<file path="config.mk">
export PLATFORM = sky130hd
export DESIGN_NAME = lm07_spi_sequencer
export DESIGN_NICKNAME = d
export VERILOG_FILES = /design/src/rtl/lm07_pkg.sv /design/src/rtl/lm07_sck_gen.sv /design/src/rtl/lm07_spi_sequencer.sv
export SDC_FILE = /design/constraint.sdc
export NUM_CORES = 1
export LEC_CHECK = 0
export BUFFER_PORTS_ARGS = -buffer_cell sky130_fd_sc_hd__buf_2
export CORE_MARGIN = 3
export CORE_UTILIZATION = 45
export CTS_CLUSTER_DIAMETER = 30
export CTS_CLUSTER_SIZE = 8
export DETAILED_ROUTE_END_ITERATION = 16
export SLEW_MARGIN = 20
export SYNTH_ARGS = -nofsm -noshare
export SYNTH_HDL_FRONTEND = slang
export SYNTH_HIERARCHICAL = 1
export SYNTH_SLANG_ARGS = --single-unit
</file>
<file path="constraint.sdc">
create_clock -name clk -period 2.88 [get_ports clk]
set_input_delay 0.432 -clock clk [delete_from_list [all_inputs] [get_ports clk]]
set_output_delay 0.432 -clock clk [all_outputs]
set_load 0.01 [all_outputs]
</file>
<file path="src/rtl/lm07_pkg.sv">
// Shared definitions for the LM70/LM07 SPI temperature sequencer:
// controller states and the default frame/timing constants.
package lm07_pkg;

   localparam int LM07_DATA_BITS = 16;
   localparam int LM07_SCK_DIV   = 2;
   localparam int LM07_CS_SETUP  = 2;
   localparam int LM07_INTERVAL  = 1000;

   typedef enum logic [2:0] {
      IDLE  = 3'd0,
      SETUP = 3'd1,
      SHIFT = 3'd2,
      HOLD  = 3'd3,
      DONE  = 3'd4,
      WAIT  = 3'd5
   } lm07_state_e;

endpackage

</file>
<file path="src/rtl/lm07_sck_gen.sv">
// SCK generator for the LM07 sequencer. While run is high it produces
// DATA_BITS clock periods of 2*SCK_DIV cycles each, low half first, and
// flags the cycles whose closing edge raises or drops SCK. last_fall marks
// the falling edge that completes the final bit of the frame.
module lm07_sck_gen
   import lm07_pkg::*;
#(
   parameter int DATA_BITS = LM07_DATA_BITS,
   parameter int SCK_DIV   = LM07_SCK_DIV
) (
   input  logic clk,
   input  logic rst_n,
   input  logic run,
   output logic sck,
   output logic rise_stb,
   output logic fall_stb,
   output logic last_fall
);

   localparam int DW = (SCK_DIV > 1) ? $clog2(SCK_DIV) : 1;
   localparam int BW = $clog2(DATA_BITS + 1);
   localparam logic [DW-1:0] DIV_LAST = DW'(SCK_DIV - 1);
   localparam logic [BW-1:0] BIT_LAST = BW'(DATA_BITS - 1);

   logic [DW-1:0] div_cnt;
   logic [BW-1:0] bit_cnt;
   logic          half_end;

   assign half_end  = run && (div_cnt == DIV_LAST);
   assign rise_stb  = half_end && !sck;
   assign fall_stb  = half_end && sck;
   assign last_fall = fall_stb && (bit_cnt == BIT_LAST);

   // Divide clk into SCK half-periods; SCK is a flop so it never glitches,
   // and everything returns to idle-low whenever run drops.
   always_ff @(posedge clk or negedge rst_n) begin
      if (!rst_n) begin
         div_cnt <= '0;
         bit_cnt <= '0;
         sck     <= 1'b0;
      end else if (!run) begin
         div_cnt <= '0;
         bit_cnt <= '0;
         sck     <= 1'b0;
      end else if (half_end) begin
         div_cnt <= '0;
         sck     <= ~sck;
         if (sck) begin
            bit_cnt <= bit_cnt + BW'(1);
         end
      end else begin
         div_cnt <= div_cnt + DW'(1);
      end
   end

endmodule

</file>
<file path="src/rtl/lm07_spi_sequencer.sv">
// LM70/LM07 SPI read sequencer. Frames are started by a one-shot start
// (queued one deep while busy) or by a free-running interval timer, the
// frame is shifted in MSB first, and the captured word is offered to the
// display datapath over a valid/ack handshake with a sticky overrun flag.
module lm07_spi_sequencer
   import lm07_pkg::*;
#(
   parameter int DATA_BITS = LM07_DATA_BITS,
   parameter int SCK_DIV   = LM07_SCK_DIV,
   parameter int CS_SETUP  = LM07_CS_SETUP,
   parameter int INTERVAL  = LM07_INTERVAL
) (
   input  logic                 clk,
   input  logic                 rst_n,
   input  logic                 ena,
   input  logic                 start,
   input  logic                 auto_en,
   input  logic                 sio,
   output logic                 cs_n,
   output logic                 sck,
   output logic [DATA_BITS-1:0] data_out,
   output logic                 data_valid,
   input  logic                 data_ack,
   output logic                 busy,
   output logic                 overrun
);

   localparam int TW = $clog2(CS_SETUP + 2);
   localparam int IW = $clog2(INTERVAL + 1);
   localparam logic [TW-1:0] SETUP_LAST = TW'(CS_SETUP - 1);
   localparam logic [TW-1:0] HOLD_LAST  = TW'(CS_SETUP);
   localparam logic [IW-1:0] ICNT_MAX   = IW'(INTERVAL - 1);

   lm07_state_e          state;
   lm07_state_e          next_state;
   logic [TW-1:0]        tcnt;
   logic [IW-1:0]        icnt;
   logic                 pending;
   logic [DATA_BITS-1:0] shreg;
   logic                 cs_n_d;
   logic                 trigger;
   logic                 icnt_expired;
   logic                 wait_exit;
   logic                 accept;
   logic                 run;
   logic                 sck_rise;
   logic                 sck_fall;
   logic                 sck_last;

   assign icnt_expired = (icnt == ICNT_MAX);
   assign trigger      = ena && (start || pending || (auto_en && icnt_expired));
   // WAIT hands over to IDLE one count early so that IDLE sees the
   // saturated counter and the auto trigger lands exactly INTERVAL cycles
   // after the frame ends.
   assign wait_exit    = icnt_expired || ((icnt + IW'(1)) == ICNT_MAX);
   assign accept       = data_ack && data_valid;
   assign run          = (state == SHIFT);
   assign busy         = (state != IDLE);

   lm07_sck_gen #(
      .DATA_BITS (DATA_BITS),
      .SCK_DIV   (SCK_DIV)
   ) u_sck_gen (
      .clk       (clk),
      .rst_n     (rst_n),
      .run       (run),
      .sck       (sck),
      .rise_stb  (sck_rise),
      .fall_stb  (sck_fall),
      .last_fall (sck_last)
   );

   // Next-state decode plus the value chip select takes after this edge;
   // HOLD raises cs_n for its final cycle so the sensor sees the release
   // before the word is published.
   always_comb begin
      next_state = state;
      cs_n_d     = 1'b1;
      case (state)
         IDLE:    if (trigger) next_state = SETUP;
         SETUP:   if (tcnt == SETUP_LAST) next_state = SHIFT;
         SHIFT:   if (sck_fall && sck_last) next_state = HOLD;
         HOLD:    if (tcnt == HOLD_LAST) next_state = DONE;
         DONE:    next_state = WAIT;
         WAIT:    if (pending || wait_exit) next_state = IDLE;
         default: next_state = IDLE;
      endcase
      case (next_state)
         SETUP, SHIFT: cs_n_d = 1'b0;
         HOLD:         cs_n_d = (state == HOLD) && (tcnt == SETUP_LAST);
         default:      cs_n_d = 1'b1;
      endcase
   end

   // State register and registered chip select.
   always_ff @(posedge clk or negedge rst_n) begin
      if (!rst_n) begin
         state <= IDLE;
         cs_n  <= 1'b1;
      end else begin
         state <= next_state;
         cs_n  <= cs_n_d;
      end
   end

   // Dwell counter for the CS setup and hold phases, restarted on every state change.
   always_ff @(posedge clk or negedge rst_n) begin
      if (!rst_n) begin
         tcnt <= '0;
      end else if (next_state != state) begin
         tcnt <= '0;
      end else if ((state == SETUP) || (state == HOLD)) begin
         tcnt <= tcnt + TW'(1);
      end
   end

   // Interval timer: cleared when a frame starts, runs between frames and parks at its last count.
   always_ff @(posedge clk or negedge rst_n) begin
      if (!rst_n) begin
         icnt <= '0;
      end else if ((state == IDLE) && trigger) begin
         icnt <= '0;
      end else if (((state == IDLE) || (state == WAIT)) && !icnt_expired) begin
         icnt <= icnt + IW'(1);
      end
   end

   // Single-deep start queue for requests that arrive while a frame is in progress.
   always_ff @(posedge clk or negedge rst_n) begin
      if (!rst_n) begin
         pending <= 1'b0;
      end else if ((state == IDLE) && (next_state == SETUP)) begin
         pending <= 1'b0;
      end else if (ena && start && busy) begin
         pending <= 1'b1;
      end
   end

   // Shift the sensor bit in on every SCK rising edge, MSB first.
   always_ff @(posedge clk or negedge rst_n) begin
      if (!rst_n) begin
         shreg <= '0;
      end else if (sck_rise) begin
         shreg <= {shreg[DATA_BITS-2:0], sio};
      end
   end

   // Publish the word in DONE and run the consumer handshake; an unacked word that gets replaced flags overrun.
   always_ff @(posedge clk or negedge rst_n) begin
      if (!rst_n) begin
         data_out   <= '0;
         data_valid <= 1'b0;
         overrun    <= 1'b0;
      end else if (state == DONE) begin
         data_out   <= shreg;
         data_valid <= 1'b1;
         if (data_valid && !data_ack) begin
            overrun <= 1'b1;
         end else if (accept) begin
            overrun <= 1'b0;
         end
      end else if (accept) begin
         data_valid <= 1'b0;
         overrun    <= 1'b0;
      end
   end

endmodule

</file>
==> results.json <==
{
  "drtAntennaViolNets": 0,
  "layout_commonest_cell": "dfrtp_1",
  "io_pins": 28,
  "rsz0062_at_grt": "no",
  "worstPathRequired_ns": 3.13,
  "fp.coreArea_um2": 5740,
  "synthTopCellsByArea": "dfrtp_1 51%, mux2_2 13%, xor2_1 3.2%, ha_1 2.7%, nor2_1 2.6%",
  "end_kind": "register",
  "fin_area_um2": 3140,
  "finalWorstSetupSlack_ns": 0.605,
  "postCtsHoldBufs": 0,
  "synthArstFlopShare": 1.00,
  "synth_largest_area_cell": "dfrtp_1",
  "crit_path_max_fanout": 16,
  "drt_wl_total_um": 4920,
  "rows": 27,
  "die_area_um2": 7150,
  "max_freq_mhz": 439,
  "place_ws_ns": 0.598,
  "fin_cells": 340,
  "place.gp.congestion": 0.843,
  "path_clk_slew_ns": 0.06,
  "die_y_um": 84.5,
  "post-route-drc-count": 0,
  "slew_violations": 0,
  "drtPass1Iterations": 4,
  "syn_to_final_growth_pct": 13.2,
  "hold_slack_ns": 0.0125,
  "grt.total_usage": 0.157,
  "startpoint_type": "register",
  "critPathArrivalTime_ns": 2.52,
  "pwr_density_cell_nw_per_um2": 553,
  "p_total_mw": 1.74,
  "layout-drive-gt1-share": 0.332,
  "cts_tree": "built",
  "hpwl_um": 3350,
  "postCtsSetupBuffers": 0,
  "post_drt_wl_per_cell_um": 14.5,
  "outcome": "finished, final reports clean",
  "numPortBuffers": 27,
  "placedCellCount": 324,
  "cts_made_buffers": 9,
  "initial_core_util": 0.483,
  "post_dp_cell_area_um2": 2920,
  "finalHoldViolations": 0,
  "syn_area_um2": 2780,
  "worst_pin_slew_ns": 0.602,
  "final_cell_mix": "57 x dfrtp_1, 31 x mux2_2, 27 x buf_2",
  "period_share": 0.790,
  "synth_cell_type_count": 54,
  "leakagePower_nw": 1.48,
  "hold_class": "in2async",
  "setup_viol": 0,
  "synth_top_area_frac": 0.514,
  "post_cts_resize_count": 0,
  "cts.path.max_buffers": 2,
  "maxSlewHeadroom": 0.593,
  "tns_ns": 0,
  "vias_per_cell": 5.28,
  "drt_iter0_markers": 46,
  "syn-instance-count": 235,
  "layout.nets": 276,
  "synth_edf_count": 0,
  "cap_violations": 0,
  "clock_latency_ns": 0.33,
  "num_vias": 1796,
  "ir_drop_v": 0.000471,
  "fillCellCount": 509,
  "die_x_um": 84.5,
  "synth_ff_type": "dfrtp_1",
  "grt_pass1_vias": 1838,
  "antenna_cells": 0,
  "grt_overflow": 0,
  "numClockSinks": 58,
  "period_minus_slack_ns": 2.28,
  "root_buffer": "clkbuf_8",
  "synth.avg_cell_area_um2": 11.8,
  "ys_warn_count": 6,
  "yosys_register_bits": 58,
  "critPathKind": "reg2reg",
  "clock_skew_ns": 0.00872,
  "fin_util": 0.547,
  "syn_nets": 248,
  "grt_start_max_net_pins": 28,
  "ys_seq_area_frac": 0.523,
  "grt_pass1_wl_um": 8870,
  "antenna_found_initial": 0,
  "cts.htree.levels": 3
}
## cells by family after synthesis
logic type               share of synthesized area
multiplexers                                 0.133
flip-flops                                   0.523
XOR/XNOR                                    0.0505
buffers and inverters                       0.0523
AO/OA/AOI/OAI                               0.0690
AND/OR/NAND/NOR                              0.144
adder cells (fa/ha/maj)                     0.0271
## path summary, 6_finish.rpt
kind	startpoint	end	slack [ns]	cells past startpoint
max reg2reg	state[1]$_DFF_PN0_	tcnt[0]$_DFFE_PN0P_	0.60	8
max in group asynchronous	rst_n	shreg[7]$_DFFE_PN0P_	2.20	2
min in group clk	data_ack	register	0.30	2
min reg2reg	data_out[7]$_DFFE_PN0P_	data_out[7]$_DFFE_PN0P_	0.50	1
min	rst_n	icnt[0]$_DFFE_PN0P_	0.01	1
max	state[1]$_DFF_PN0_	tcnt[0]$_DFFE_PN0P_	0.60	8
## layer usage
metal / up-vias / track usage / part of all wire
li1: 880 / - / -
met1: 873 / 0.205 / 0.50
met2: 32 / 0.229 / 0.43
met3: 11 / 0.0677 / 0.049
met4: 0 / 0.0662 / 0.021
met5: - / 0 / 0
## state kept, by name, indices dropped and copies added, names as in the netlist, named ones only
register / cells
cs_n: 1
data_out: 16
data_valid: 1
icnt: 10
pending: 1
shreg: 16
state: 3
tcnt: 2
u_sck_gen/bit_cnt: 5
u_sck_gen/div_cnt: 1
u_sck_gen/sck: 1
## Yosys cell counts (2+ instances only)
| master | number |
|---|---|
| inv_1 | 7 |
| a311oi_1 | 2 |
| nand2b_1 | 3 |
| xor2_1 | 10 |
| nand4_1 | 4 |
| mux2_2 | 31 |
| or4b_1 | 2 |
| ha_1 | 6 |
| buf_6 | 5 |
| nor2_1 | 19 |
| or3_1 | 2 |
| and3_2 | 2 |
| o21ai_0 | 5 |
| and3b_1 | 2 |
| o22ai_1 | 2 |
| buf_4 | 2 |
| nor4_1 | 2 |
| clkbuf_2 | 2 |
| a21boi_1 | 2 |
| clkbuf_1 | 3 |
| a21oi_1 | 9 |
| nand3_1 | 6 |
| dfrtp_1 | 57 |
| nand2_1 | 13 |
| xnor2_1 | 6 |
| a31oi_1 | 2 |
| and3_1 | 2 |
## layout make-up
type,count,area [um^2],area share
timing repair buffer,32,173,0.0550
clock inverter,5,77.6,0.0247
sequential,58,1450,0.462
tap,72,90.1,0.0287
multi-input combinational,154,1180,0.375
clock buffer,11,141,0.0450
inverter,8,30.0,0.00956
## where the power goes
part	internal [mW]	total [mW]	switching [mW]
Sequential	0.834	0.854	0.0202
Combinational	0.0278	0.0637	0.0359
Clock	0.508	0.819	0.312
## critical path, cell delays in order (launching register included)
cell and delay (ns):
dfrtp_1 0.53, nor3b_1 0.24, and3_2 0.20, and2_1 0.14, nor4bb_1 0.11, a32oi_1 0.19, o211ai_2 0.14, or4b_1 0.48
a21boi_1 0.17
No activity file was read; power rests on OpenSTA's default activity.
